[src/rtl/mem_arb_pkg.sv]
// Shared types and defaults for the IF/MEM single-port RAM arbiter.
// Tags identify which requester owns each read travelling through the RAM.
package mem_arb_pkg;

    localparam int DEF_ADDR_W     = 16;
    localparam int DEF_DATA_W     = 16;
    localparam int DEF_RAM_LAT    = 1;
    localparam int DEF_STARVE_MAX = 4;

    typedef enum logic [1:0] {
        TAG_NONE = 2'd0,
        TAG_IF   = 2'd1,
        TAG_MEM  = 2'd2
    } arb_tag_t;

    // A taken branch turns any fetch tag into an empty slot; data tags pass untouched.
    function automatic arb_tag_t flush_tag(input arb_tag_t tag, input logic flush);
        arb_tag_t res;
        if (flush && (tag == TAG_IF)) begin
            res = TAG_NONE;
        end else begin
            res = tag;
        end
        return res;
    endfunction

endpackage

[src/rtl/arb_tag_pipe.sv]
// Ownership tags for reads in flight: RAM_LAT+1 stages, scrubbed of fetch tags on flush.
// tag_ret lines up with ram_q; tag_out lines up with the cycle the valid pulse is seen.
module arb_tag_pipe
    import mem_arb_pkg::*;
#(
    parameter int RAM_LAT = DEF_RAM_LAT
) (
    input  logic     clk,
    input  logic     rst,
    input  arb_tag_t tag_in,
    input  logic     flush_if,
    output arb_tag_t tag_ret,
    output arb_tag_t tag_out
);

    localparam int DEPTH = RAM_LAT + 1;

    arb_tag_t stage_r [DEPTH];

    // Advance every tag one stage per cycle, dropping fetch tags on a flush
    always_ff @(posedge clk) begin
        if (rst) begin
            for (int i = 0; i < DEPTH; i++) begin
                stage_r[i] <= TAG_NONE;
            end
        end else begin
            stage_r[0] <= flush_tag(tag_in, flush_if);
            for (int i = 1; i < DEPTH; i++) begin
                stage_r[i] <= flush_tag(stage_r[i-1], flush_if);
            end
        end
    end

    // Same-cycle masking so a flush also kills the fetch at ram_q and the one about to pulse valid
    always_comb begin
        tag_ret = flush_tag(stage_r[RAM_LAT-1], flush_if);
        tag_out = flush_tag(stage_r[RAM_LAT], flush_if);
    end

endmodule

[src/rtl/mem_port_arbiter.sv]
// One single-port RAM shared by instruction fetch and data memory access.
// MEM has priority; IF is forced through after STARVE_MAX consecutive losses.
module mem_port_arbiter
    import mem_arb_pkg::*;
#(
    parameter int ADDR_W     = DEF_ADDR_W,
    parameter int DATA_W     = DEF_DATA_W,
    parameter int RAM_LAT    = DEF_RAM_LAT,
    parameter int STARVE_MAX = DEF_STARVE_MAX
) (
    input  logic              clk,
    input  logic              rst,
    input  logic              if_req,
    input  logic [ADDR_W-1:0] if_addr,
    input  logic              if_flush,
    output logic              if_gnt,
    output logic              if_valid,
    output logic [DATA_W-1:0] if_rdata,
    output logic              if_stall,
    input  logic              mem_req,
    input  logic              mem_we,
    input  logic [ADDR_W-1:0] mem_addr,
    input  logic [DATA_W-1:0] mem_wdata,
    output logic              mem_gnt,
    output logic              mem_valid,
    output logic [DATA_W-1:0] mem_rdata,
    output logic [ADDR_W-1:0] ram_addr,
    output logic [DATA_W-1:0] ram_wdata,
    output logic              ram_wren,
    input  logic [DATA_W-1:0] ram_q
);

    localparam int               CNT_W      = $clog2(STARVE_MAX + 1);
    localparam logic [CNT_W-1:0] STARVE_LIM = CNT_W'(STARVE_MAX);

    logic [CNT_W-1:0]  starve_cnt_r;
    logic              if_gnt_s;
    logic              mem_gnt_s;
    arb_tag_t          issue_tag_s;
    arb_tag_t          ret_tag_s;
    arb_tag_t          out_tag_s;
    logic [DATA_W-1:0] if_rdata_r;
    logic [DATA_W-1:0] mem_rdata_r;

    // Grant decision: MEM first, IF when alone or when starved; nothing during reset or to IF on flush
    always_comb begin
        if_gnt_s  = 1'b0;
        mem_gnt_s = 1'b0;
        if (rst) begin
            if_gnt_s  = 1'b0;
            mem_gnt_s = 1'b0;
        end else begin
            if_gnt_s  = if_req & ~if_flush & (~mem_req | (starve_cnt_r == STARVE_LIM));
            mem_gnt_s = mem_req & ~if_gnt_s;
        end
    end

    // RAM port follows the winner; with no grant the fetch address is presented
    always_comb begin
        if (mem_gnt_s) begin
            ram_addr = mem_addr;
        end else begin
            ram_addr = if_addr;
        end
    end

    assign ram_wdata = mem_wdata;
    assign ram_wren  = mem_gnt_s & mem_we;
    assign if_gnt    = if_gnt_s;
    assign mem_gnt   = mem_gnt_s;
    assign if_stall  = ~rst & if_req & ~if_gnt_s;

    // Tag for the access issued this cycle; stores never return data
    always_comb begin
        if (if_gnt_s) begin
            issue_tag_s = TAG_IF;
        end else if (mem_gnt_s && !mem_we) begin
            issue_tag_s = TAG_MEM;
        end else begin
            issue_tag_s = TAG_NONE;
        end
    end

    // Count MEM wins while IF waits; any IF win or an idle IF resets the run
    always_ff @(posedge clk) begin
        if (rst) begin
            starve_cnt_r <= {CNT_W{1'b0}};
        end else if (if_gnt_s || !if_req) begin
            starve_cnt_r <= {CNT_W{1'b0}};
        end else if (mem_gnt_s && (starve_cnt_r != STARVE_LIM)) begin
            starve_cnt_r <= starve_cnt_r + CNT_W'(1);
        end else begin
            starve_cnt_r <= starve_cnt_r;
        end
    end

    arb_tag_pipe #(
        .RAM_LAT (RAM_LAT)
    ) u_tag_pipe (
        .clk      (clk),
        .rst      (rst),
        .tag_in   (issue_tag_s),
        .flush_if (if_flush),
        .tag_ret  (ret_tag_s),
        .tag_out  (out_tag_s)
    );

    // Capture returning RAM data into the owner's hold register
    always_ff @(posedge clk) begin
        if (rst) begin
            if_rdata_r  <= {DATA_W{1'b0}};
            mem_rdata_r <= {DATA_W{1'b0}};
        end else begin
            case (ret_tag_s)
                TAG_IF:  if_rdata_r  <= ram_q;
                TAG_MEM: mem_rdata_r <= ram_q;
                default: begin
                    if_rdata_r  <= if_rdata_r;
                    mem_rdata_r <= mem_rdata_r;
                end
            endcase
        end
    end

    assign if_rdata  = if_rdata_r;
    assign mem_rdata = mem_rdata_r;
    assign if_valid  = (out_tag_s == TAG_IF);
    assign mem_valid = (out_tag_s == TAG_MEM);

endmodule
[config.mk]
export PLATFORM = sky130hd
export DESIGN_NAME = mem_port_arbiter
export DESIGN_NICKNAME = d
export VERILOG_FILES = /design/src/rtl/mem_arb_pkg.sv /design/src/rtl/arb_tag_pipe.sv /design/src/rtl/mem_port_arbiter.sv
export SDC_FILE = /design/constraint.sdc
export NUM_CORES = 1
export LEC_CHECK = 0
export BUFFER_PORTS_ARGS = -buffer_cell sky130_fd_sc_hd__buf_4
export CELL_PAD_IN_SITES_DETAIL_PLACEMENT = 1
export CELL_PAD_IN_SITES_GLOBAL_PLACEMENT = 2
export CORE_MARGIN = 5
export CORE_UTILIZATION = 18
export DETAILED_ROUTE_END_ITERATION = 16
export HOLD_SLACK_MARGIN = 0.1
export PLACE_DENSITY_LB_ADDON = 0.1
export SYNTH_ARGS = -nofsm -noshare
export SYNTH_HDL_FRONTEND = slang
export SYNTH_SLANG_ARGS = --single-unit
[constraint.sdc]
create_clock -name clk -period 2.1 [get_ports clk]
set_input_delay 0.525 -clock clk [delete_from_list [all_inputs] [get_ports clk]]
set_output_delay 0.525 -clock clk [all_outputs]
set_load 0.005 [all_outputs]
== Word level (Yosys, flattened, before mapping) ==
Memory sizes are Yosys's and may differ from the RTL's.
Index checks and enable logic that the tools add are counted.

* Bits in registers: 35
* Latch bits: 0
* RAM bits: 4
* Memory bits (read-only): 0
* Input port bits: 70
* Output and inout bits: 70
* Logic and storage cells: 52
* Memories: 1

* Add/subtract/negate cells: 1
* $mul: 0
* Div/mod/pow operators: 0
* Magnitude comparators: 0
* Equal/unequal tests: 9
* Shifts and indexed selects: 0
* Multiplexer cells: 15
* Bitwise logic cells: 14
* Reductions and logical operators: 9

{| class="wikitable"
|+ Memory list
! name !! depth !! bits a word !! rd ports !! clocked after Yosys merged registers in !! wr ports !! RTL line !! RTL
|-
| u_tag_pipe.stage_r || 2 || 2 || 2 || 0 || 2 || arb_tag_pipe.sv:18 || <nowiki>arb_tag_t stage_r [DEPTH];</nowiki>
|}

{| class="wikitable"
|+ Operators with widths
! cell !! count
|-
| $mux W2 || 9
|-
| $mux W16 || 1
|-
| $eq A2 B1 Y1 const B || 5
|-
| $and A1 B1 Y1 || 6
|-
| $logic_and A1 B1 Y1 || 5
|-
| $mux W1 || 5
|-
| $not A1 Y1 || 5
|-
| $eq A2 B2 Y1 const B || 2
|-
| $add A3 B1 Y3 const B || 1
|-
| $eq A3 B3 Y1 const B || 1
|-
| $ne A3 B3 Y1 const B || 1
|-
| $or A1 B1 Y1 || 3
|-
| $logic_not A1 Y1 || 2
|-
| $reduce_or A2 Y1 || 1
|-
| $logic_or A1 B1 Y1 || 1
|}

== Longest topological paths before layout ==
Gate-level depths: netlist of the first run.

* Depth after elaboration: 14
* Depth in mapped cells: 6
* Mapped depth without buffers: 5

== Hierarchy ==
Synthesis of the first run repeated with hierarchy kept, for this count alone.

* Cells, all modules: 226
* Area total of the unflattened synthesis: 1,883.1 um2

{| class="wikitable"
|+ Modules (own cells, without submodules)
! module !! instances !! cells an instance !! area an instance (um2) !! sequential area each (um2)
|-
| mem_port_arbiter || 1 || 210 || 1,727.9 || 700.7
|-
| arb_tag_pipe || 1 || 16 || 155.1 || 80.1
|}

== Least setup slack after synthesis of the first run ==
No wires, ideal clock.

* Kind: in2out
* Start: input port if_flush
* End: output port ram_addr[0]
* Arrival time: 1.517 ns
* Data required time: 1.575 ns
* Path slack: 0.058 ns
* Cell stages on the path: 5
* Buffers on the path: 2
* Cells stage by stage: buf_6 -> nand2b_4 -> o21ai_4 -> buf_12 -> mux2_4

* Cells in the longest elaborated chain, start to end: 7

{| class="wikitable"
|+ Ends and longest elaborated chain
! what !! RTL line !! RTL
|-
| start, declared || mem_port_arbiter.sv:15 || <nowiki>input logic if_flush,</nowiki>
|-
| $not A1 Y1 || mem_port_arbiter.sv:53 || <nowiki>if_gnt_s = if_req & ~if_flush & (~mem_req | (starve_cnt_r == STARVE_LIM));</nowiki>
|-
| $and A1 B1 Y1 (2 in series) || mem_port_arbiter.sv:53 ||
|-
| $not A1 Y1 || mem_port_arbiter.sv:54 || <nowiki>mem_gnt_s = mem_req & ~if_gnt_s;</nowiki>
|-
| $and A1 B1 Y1 || mem_port_arbiter.sv:54 ||
|-
| $mux W1 || mem_port_arbiter.sv:49 || <nowiki>if (rst) begin</nowiki>
|-
| $mux W16 || mem_port_arbiter.sv:60 || <nowiki>if (mem_gnt_s) begin</nowiki>
|-
| end, declared || mem_port_arbiter.sv:27 || <nowiki>output logic [ADDR_W-1:0] ram_addr,</nowiki>
|}

Every way passes these cells.

== Final worst setup path of the first run ==
* Start: register starve_cnt_r[0]
* End: output port ram_addr[1]

* Cells in the longest elaborated chain, start to end: 7

{| class="wikitable"
|+ Ends and longest elaborated chain
! what !! RTL line !! RTL
|-
| start, declared || mem_port_arbiter.sv:36 || <nowiki>logic [CNT_W-1:0] starve_cnt_r;</nowiki>
|-
| start signal, assigned || mem_port_arbiter.sv:87 || <nowiki>starve_cnt_r <= {CNT_W{1'b0}};</nowiki>
|-
| start signal, assigned || mem_port_arbiter.sv:89 || <nowiki>starve_cnt_r <= {CNT_W{1'b0}};</nowiki>
|-
| start signal, assigned || mem_port_arbiter.sv:91 || <nowiki>starve_cnt_r <= starve_cnt_r + CNT_W'(1);</nowiki>
|-
| $eq A3 B3 Y1 || mem_port_arbiter.sv:53 ||
|-
| $or A1 B1 Y1 || mem_port_arbiter.sv:53 ||
|-
| $and A1 B1 Y1 || mem_port_arbiter.sv:53 ||
|-
| $not A1 Y1 || mem_port_arbiter.sv:54 ||
|-
| $and A1 B1 Y1 || mem_port_arbiter.sv:54 ||
|-
| $mux W1 || mem_port_arbiter.sv:49 ||
|-
| $mux W16 || mem_port_arbiter.sv:60 ||
|}

Every way passes these cells.

==> results of run 1 <==
-- cell families after synthesis --
| group | share of synthesized area |
|---|---|
| multiplexers | 0.111 |
| buffers and inverters | 0.123 |
| AND/OR/NAND/NOR | 0.215 |
| AO/OA/AOI/OAI | 0.117 |
| adder cells (fa/ha/maj) | 0.0135 |
| flip-flops | 0.420 |
-- worst register-to-register path: stages (launching register included) --
cell and delay (ns):
dfxtp_2 0.35, inv_2 0.05, ha_4 0.17, a21boi_0 0.31, o21bai_1 0.13, buf_4 0.16, nor3_1 0.15
-- state kept, by name, indices dropped and copies added, names as in the netlist --
signal	cells
u_tag_pipe.stage_r	4
starve_cnt_r	3
mem_rdata	16
if_rdata	16
-- final cells by class --
cell class | count | area [um^2] | share of cell area
sequential | 39 | 783 | 0.263
inverter | 5 | 18.8 | 0.00631
clock inverter | 1 | 5.00 | 0.00168
clock buffer | 7 | 76.3 | 0.0256
timing repair buffer | 124 | 1020 | 0.342
multi-input combinational | 145 | 905 | 0.304
tap | 136 | 170 | 0.0572
-- what timing repair did --
action                     4_1_cts  5_1_grt
setup buffers                    6        1
gates resized for setup         40        0
pin swaps                        2        2
setup endpoints to repair       18       19
cloned                           2        0
-- how the worst max path moves through the flow --
stage	startpoint	to
5_1_grt	starve_cnt_r[0]	ram_addr[1]
3_5_place_dp	if_flush	ram_addr[13]
4_1_cts	starve_cnt_r[0]	ram_addr[1]
3_3_place_gp	if_flush	ram_addr[7]
6_report	starve_cnt_r[0]	ram_addr[1]
2_1_floorplan	if_flush	ram_addr[0]
-- layout by cell type, fill, tap and decap left out, types with 3 or more instances in the layout --
cell type and count:
inv_1 3, buf_4 103, clkbuf_8 5, nand2_1 64
nand2b_1 3, a21oi_1 35, mux2_4 16, nor3_1 3
nor2b_1 4, dfxtp_1 37, buf_6 20
-- power groups by stage --
| stage | sequential (W) | combinational [W] | clock [W] |
|---|---|---|---|
| CTS | 0.000765 | 0.000336 | 0.000525 |
| floorplan | 0.000782 | 0.000129 | 0 |
| global placement | 0.000782 | 0.000277 | 0 |
| detailed placement | 0.000783 | 0.000279 | 0 |
| global route | 0.000767 | 0.000340 | 0.000552 |
| finish | 0.000765 | 0.000311 | 0.000496 |
-- layer usage --
layer | GRT usage | part of all wire | up-vias
met4 | 0.0333 | 0.015 | 0
met3 | 0.0364 | 0.079 | 7
met5 | 0 | 0 | -
met1 | 0.114 | 0.43 | 824
met2 | 0.179 | 0.48 | 69
li1 | - | - | 896
-- stage by stage --
stage                     power, W  TNS (ns)  utilization  instances  hold WS, ns
after floorplan           0.000912         0            -        218        0.453
after global placement     0.00106         0        0.268        443        0.445
after detailed placement   0.00106    -0.112        0.268        443        0.450
after CTS                  0.00163     -3.05        0.299        459        0.389
after global routing       0.00166     -3.78        0.292        457        0.393
final                      0.00157     -2.12        0.292        457        0.398
==> flow_summary_export.csv, run 1 <==
group,metric,value,unit
critical_path,reg2reg_from,"starve_cnt_r[0]",
timing,setup_viol,18,
cells_and_area,diodes,0,
global_route,grt_first_pass_wirelength,10200,um
drt,postRouteWirelength,6410,um
power,peakVddDrop,0.000207,V
synth,async_flop_share,0,
power,switching_share,0.245,
synth,yosysMostFrequentCell,"nand2_1",
hold_path,hold_class,"in2reg",
critical_path,crit_path_start_kind,"flop",
drt,drt_iter0_drc,41,
timing,rsz0062_at_grt,"yes",
die,dieArea,0.0125,mm^2
power,p_comb_frac,0.198,
synth,synthDominantCellAreaShare,0.420,
critical_path,worstPathArrival,1.71,ns
power,clockPowerShare,0.316,
synth,synth_edf_count,0,
cells_and_area,fill_cells,1237,
clock_network,cts-buffers-inserted,5,
synth,avgSynthCellArea,8.52,um^2
place,placed_area,0.00273,mm^2
timing,finalHoldViolations,0,
drt,drtAntennaViolNets,0,
synth,ys_seq_area_frac,0.420,
global_route,grt-ovfl-total,0,
critical_path,path_delay_family,"buffers and inverters",
outcome,violations,"negative setup slack",
critical_path,slowest_delay,0.33,ns
synth,synth_ff_type,"dfxtp_1",
run,drv_cap,0,
hold_path,worstHoldPathCells,2,
timing,tightestPinTransition,0.416,ns
critical_path,cpMostUsedCell,"buf_6",
critical_path,critPathCaptureType,"output pin",
synth,synth_area,0.00186,mm^2
critical_path,crit_fanout,7,
power,seqPwrFrac,0.487,
critical_path,reg2regPathDepth,6,
global_route,grt_max_degree,36,
cells_and_area,final_layout_size_suffix_gt1_frac,0.489,
critical_path,cp_slowest_cell,"dfxtp_2",
drt,first_pass_iters,2,
die,fp.dieW,112,um
global_route,antenna_found_initial,0,
die,core,0.0102,mm^2
power,p_sw,0.000385,W
critical_path,cp_cell_sequence,"inv_2 > ha_4 > nand2_4 > o21ai_4 > buf_6 > mux2_4 > buf_6",
clock_network,clkTransAtPathRegs,0.07,ns
die,start_util,0.182,
critical_path,crit_cells,7,
clock_network,cts_tree,"yes",
place,pre_cts_slack,-0.0196,ns
cells_and_area,syn_to_final_growth,60.2,%
synth,synth_warnings,0,
drt,wl_per_cell,14.0,um
power,p_per_area,528,mW/mm^2
synth,yosysTopAreaCell,"dfxtp_1",
critical_path,crit_required,1.57,ns
critical_path,path_class,"reg2out",
synth,ys_types,30,
power,power_leakage,1.34,nW
synth,synth_seq_cells,39,
timing,fmax,0.447,GHz
drt,vias_per_cell,3.93,
timing,post-route-period-util,1.06,
synth,netlist_instances,218,
drt,drc,0,
timing,final-max-slew-violation-count,0,
timing,finalWorstSetupSlack,-0.135,ns
synth,synth_fp_nets,290,
synth,yosys-top-cells-area,"dfxtp_1 (42%), nand2_1 (13%), a21oi_1 (9.4%)",
global_route,globalRouteTotalUtil,0.102,
timing,fin_worst_skew,0.00191,ns
cells_and_area,fin_area,0.00298,mm^2
timing,relSlewSlack,0.723,
global_route,grt_pass1_vias,2014,
die,num_rows,37,
place,io_buffers,107,
cells_and_area,finalNetCount,392,
critical_path,r2r_end,"starve_cnt_r[2]",
clock_network,clock_path_buffers,2,
outcome,outcome,"complete, but fails checks",
timing,post-route-min-period,2.24,ns
die,die_h,112,um
clock_network,cts_sinks,39,
critical_path,cp_num_buf_inv,3,
clock_network,htreeDepth,2,
power,power.internal,0.00119,W
hold_path,hp-start,"mem_we",
critical_path,rrSetupSlack,0.71,ns
place,dp_hpwl,4600,um
drt,vias,1796,
clock_network,holdBufCountCts,0,
place,gp_congestion,0.635,
clock_network,cts_root_buffer,"clkbuf_8",
hold_path,worstHoldEndpoint,"u_tag_pipe.stage_r[0][1]",
die,boundaryPins,140,
clock_network,clock_latency,0.28,ns
synth,synth_commonest_cells,"nand2_1 (65), dfxtp_1 (39), a21oi_1 (35)",
Power figures use the tool's default switching activity.
==> run 2: changes to the inputs <==
Settings changed: CORE_ASPECT_RATIO set to 1.5.
==> flow_summary_export.csv, run 2 (synthesized netlist as in run 1, its figures left out) <==
group,metric,value,unit
clock_network,clock_path_buffers,2,
place,io_buffers,107,
critical_path,path_delay_family,"buffers and inverters",
cells_and_area,multi_input_area,902,um^2
timing,fmax,0.457,GHz
critical_path,worstPathArrival,1.66,ns
cells_and_area,fill_cells,1208,
drt,wl_per_cell,14.4,um
power,power,0.00187,W
place,dp_hpwl,4870,um
clock_network,cts_tree,"yes",
cells_and_area,finalNetCount,392,
critical_path,cp_cell_sequence,"inv_2 > ha_4 > nand2_4 > o21ai_4 > buf_6 > mux2_4 > buf_6",
cells_and_area,layout_commonest_cell,"buf_4",
global_route,grt-ovfl-total,0,
drt,drt_iter0_drc,39,
die,core,0.0101,mm^2
run,drv_cap,0,
timing,relSlewSlack,0.728,
cells_and_area,syn_to_final_growth,62.2,%
cells_and_area,final_layout_size_suffix_gt1_frac,0.489,
cells_and_area,layout.cells.non_filler,438,
timing,rsz0062_at_grt,"yes",
critical_path,crit_required,1.57,ns
drt,drtAntennaViolNets,0,
critical_path,crit_fanout,7,
die,start_util,0.183,
cells_and_area,utilization,0.297,
clock_network,cts_sinks,39,
global_route,globalRouteTotalUtil,0.103,
clock_network,htreeDepth,2,
power,peakVddDrop,0.000266,V
clock_network,cts_root_buffer,"clkbuf_16",
die,num_rows,45,
die,boundaryPins,140,
die,fp.dieW,93.0,um
timing,finalWorstSetupSlack,-0.0882,ns
timing,post-route-min-period,2.19,ns
drt,drc,0,
timing,final-max-slew-violation-count,0,
place,dp_cells,427,
timing,whs,0.404,ns
global_route,grt_pass1_vias,1934,
global_route,grt_first_pass_wirelength,9960,um
critical_path,slowest_delay,0.33,ns
die,dieArea,0.0125,mm^2
timing,post-route-period-util,1.04,
power,power_leakage,1.37,nW
clock_network,clock_latency,0.28,ns
clock_network,holdBufCountCts,0,
outcome,outcome,"complete, but fails checks",
timing,setup_viol,19,
drt,postRouteWirelength,6330,um
power,p_per_area,622,mW/mm^2
place,gp_congestion,0.690,
critical_path,crit_path_start_kind,"flop",
hold_path,hold_class,"in2reg",
cells_and_area,diodes,0,
cells_and_area,most-common-layout-cells,"buf_4 (104), nand2_1 (64), dfxtp_1 (37)",
timing,finalHoldViolations,0,
timing,fin_worst_skew,0.00336,ns
timing,tightestPinTransition,0.408,ns
critical_path,critPathCaptureType,"output pin",
critical_path,cpMostUsedCell,"buf_6",
outcome,violations,"negative setup slack",
drt,vias,1807,
cells_and_area,regArea,783,um^2
critical_path,cp_num_buf_inv,3,
global_route,antenna_found_initial,0,
drt,first_pass_iters,4,
global_route,grt_max_degree,36,
clock_network,cts-buffers-inserted,5,
drt,vias_per_cell,4.13,
die,die_h,134,um
critical_path,cp_slowest_cell,"dfxtp_2",
critical_path,path_class,"reg2out",
clock_network,clkTransAtPathRegs,0.06,ns
run 2: changes by cell type in the layout (fill, tap and decap cells not counted):
cell,change
buf_4,+1
clkbuf_8,-3
clkinv_2,-1
buf_12,-1
clkbuf_16,+5
nor2_2,-1
clkbuf_1,-1
nor2_1,+1
run 2: area by class of cell:
class                   instances  area share
repair buffers                124       0.334
well taps                     117      0.0486
multi-input cells             145       0.299
inverters                       5     0.00623
flip-flops and latches         39       0.260
clock buffers                   8      0.0519
run 2: path summary, 6_finish.rpt:
check,slack (ns),depth (start not counted),from,end
max,-0.09,7,starve_cnt_r[1],ram_addr[10]
min,0.40,2,mem_we,u_tag_pipe.stage_r[0][1]
max reg2reg,0.56,7,starve_cnt_r[1],starve_cnt_r[2]
min reg2reg,0.45,2,if_rdata[5],if_rdata[5]
run 2: power by group:
part	leakage (nW)	internal (W)	switching, W
combinational	0.976	0.000197	0.000111
sequential	0.317	0.000757	0.00000959
clock	0.0772	0.000506	0.000293
total	1.37	0.00146	0.000413
run 2: routing by layer:
| layer | vias up | wire [um] | GRT usage |
|---|---|---|---|
| met1 | 836 | 2220 | 0.0974 |
| li1 | 895 | - | - |
| met5 | - | 0 | 0 |
| met4 | 0 | 117 | 0.0440 |
| met3 | 5 | 572 | 0.0410 |
| met2 | 71 | 3420 | 0.192 |
run 2: repair_timing:
item                       4_1_cts  5_1_grt
gates resized for setup         36        1
setup endpoints to repair       19       20
setup buffers                    2        1
pin swaps                        2        0
run 2: through the flow:
| step | instance area, um^2 | TNS, ns | setup slack (ns) |
|---|---|---|---|
| after detailed placement | 2700 | -0.0405 | -0.0126 |
| after floorplan | 1860 | 0 | 0.0578 |
| after CTS | 3000 | -1.76 | -0.118 |
| after global placement | 2700 | 0 | 0.0117 |
| after global routing | 3010 | -2.84 | -0.167 |
| final | 3010 | -1.29 | -0.0882 |
==> run 3: changes to the inputs <==
Settings changed: GPL_TIMING_DRIVEN set to 0.
==> flow_summary_export.csv, run 3 (synthesized netlist as in run 1, its figures left out) <==
group,metric,value,unit
cells_and_area,layout_commonest_cell,"buf_4",
power,power_leakage,1.53,nW
timing,rsz0062_at_grt,"yes",
clock_network,clkTransAtPathRegs,0.05,ns
timing,finalWorstSetupSlack,-0.159,ns
global_route,grt_max_degree,12,
power,p_per_area,566,mW/mm^2
place,io_buffers,121,
clock_network,cts_tree,"yes",
place,dp_hpwl,5340,um
global_route,grt_first_pass_wirelength,10600,um
die,dieArea,0.0125,mm^2
timing,finalHoldViolations,0,
drt,wl_per_cell,14.3,um
global_route,antenna_found_initial,0,
critical_path,worstPathArrival,1.73,ns
critical_path,crit_path_start_kind,"flop",
critical_path,crit_required,1.57,ns
global_route,grt_pass1_vias,2089,
die,core,0.0101,mm^2
drt,drtAntennaViolNets,0,
drt,vias,1952,
place,pre_cts_slack,-0.192,ns
drt,postRouteWirelength,6820,um
run,drv_cap,0,
cells_and_area,finalNetCount,430,
timing,fin_worst_skew,0.00263,ns
critical_path,critPathCaptureType,"output pin",
timing,post-route-period-util,1.08,
clock_network,cts_root_buffer,"clkbuf_16",
clock_network,holdBufCountCts,0,
die,start_util,0.183,
place,gp_congestion,0.700,
drt,vias_per_cell,4.10,
cells_and_area,diodes,0,
timing,final-max-slew-violation-count,0,
critical_path,path_class,"reg2out",
power,peakVddDrop,0.000293,V
die,num_rows,45,
global_route,globalRouteTotalUtil,0.108,
die,die_h,134,um
hold_path,hold_class,"in2reg",
clock_network,htreeDepth,2,
cells_and_area,syn_to_final_growth,76.1,%
drt,first_pass_iters,4,
outcome,violations,"negative setup slack",
clock_network,clock_path_buffers,2,
outcome,outcome,"complete, but fails checks",
drt,drt_iter0_drc,32,
timing,fmax,0.443,GHz
timing,tightestPinTransition,0.591,ns
clock_network,cts_sinks,39,
drt,drc,0,
global_route,grt-ovfl-total,0,
cells_and_area,most-common-layout-cells,"buf_4 (131), nand2_1 (64), dfxtp_1 (37)",
die,fp.dieW,93.0,um
die,boundaryPins,140,
cells_and_area,final_layout_size_suffix_gt1_frac,0.532,
timing,post-route-min-period,2.26,ns
clock_network,cts-buffers-inserted,5,
clock_network,clock_latency,0.28,ns
timing,whs,0.405,ns
critical_path,crit_fanout,8,
power,power,0.00185,W
timing,relSlewSlack,0.606,
timing,setup_viol,18,
timing,tns,-2.40,ns
run 3: worst paths after layout:
path                            start                  endpoint  slack, ns  cells past startpoint
min                            mem_we  u_tag_pipe.stage_r[0][1]       0.40                      2
min reg2reg               if_rdata[6]               if_rdata[6]       0.45                      2
max                   starve_cnt_r[0]               ram_addr[0]      -0.16                      7
max reg2reg  u_tag_pipe.stage_r[0][0]               if_rdata[3]       0.70                      4
run 3: repair_timing:
action                     CTS  global route
setup buffers                9             3
pin swaps                    2             0
gates cloned                 0             0
resized for setup           36             2
setup endpoints to repair   19            20
run 3: power by group:
group / switching, W / internal, W / leakage, nW
combinational: 0.000126 / 0.000236 / 1.15
clock: 0.000283 / 0.000439 / 0.0679
sequential: 0.00000965 / 0.000757 / 0.317
run 3: critical path: stages, from the launching register on:
cell and delay [ns]:
dfxtp_2 0.33, inv_2 0.07, ha_4 0.15, nand2_4 0.06, o21ai_4 0.25, buf_12 0.18, mux2_4 0.30, buf_6 0.12
run 3: metrics by stage:
stage,util,cell area [um^2],cells
6_report,0.323,3270,476
5_1_grt,0.323,3270,476
4_1_cts,0.320,3250,473
3_5_place_dp,0.287,2910,456
3_3_place_gp,0.287,2910,456
2_1_floorplan,-,1860,218
run 3: cell type report:
type                       count  area [um^2]
fill                        1228         6860
clock inverter                 1         5.00
buffer                        29          210
inverter                       5         18.8
timing repair buffer         133         1070
tap                          117          146
sequential                    39          783
multi-input combinational    145          906
clock buffer                   7          133
run 3: per-layer routing:
layer  share of wire  global-route usage  up-vias
met4           0.016              0.0416        0
li1                -                   -      970
met2            0.53               0.200       85
met3           0.096              0.0449        5
met1            0.36               0.106      892
met5               0                   0        -
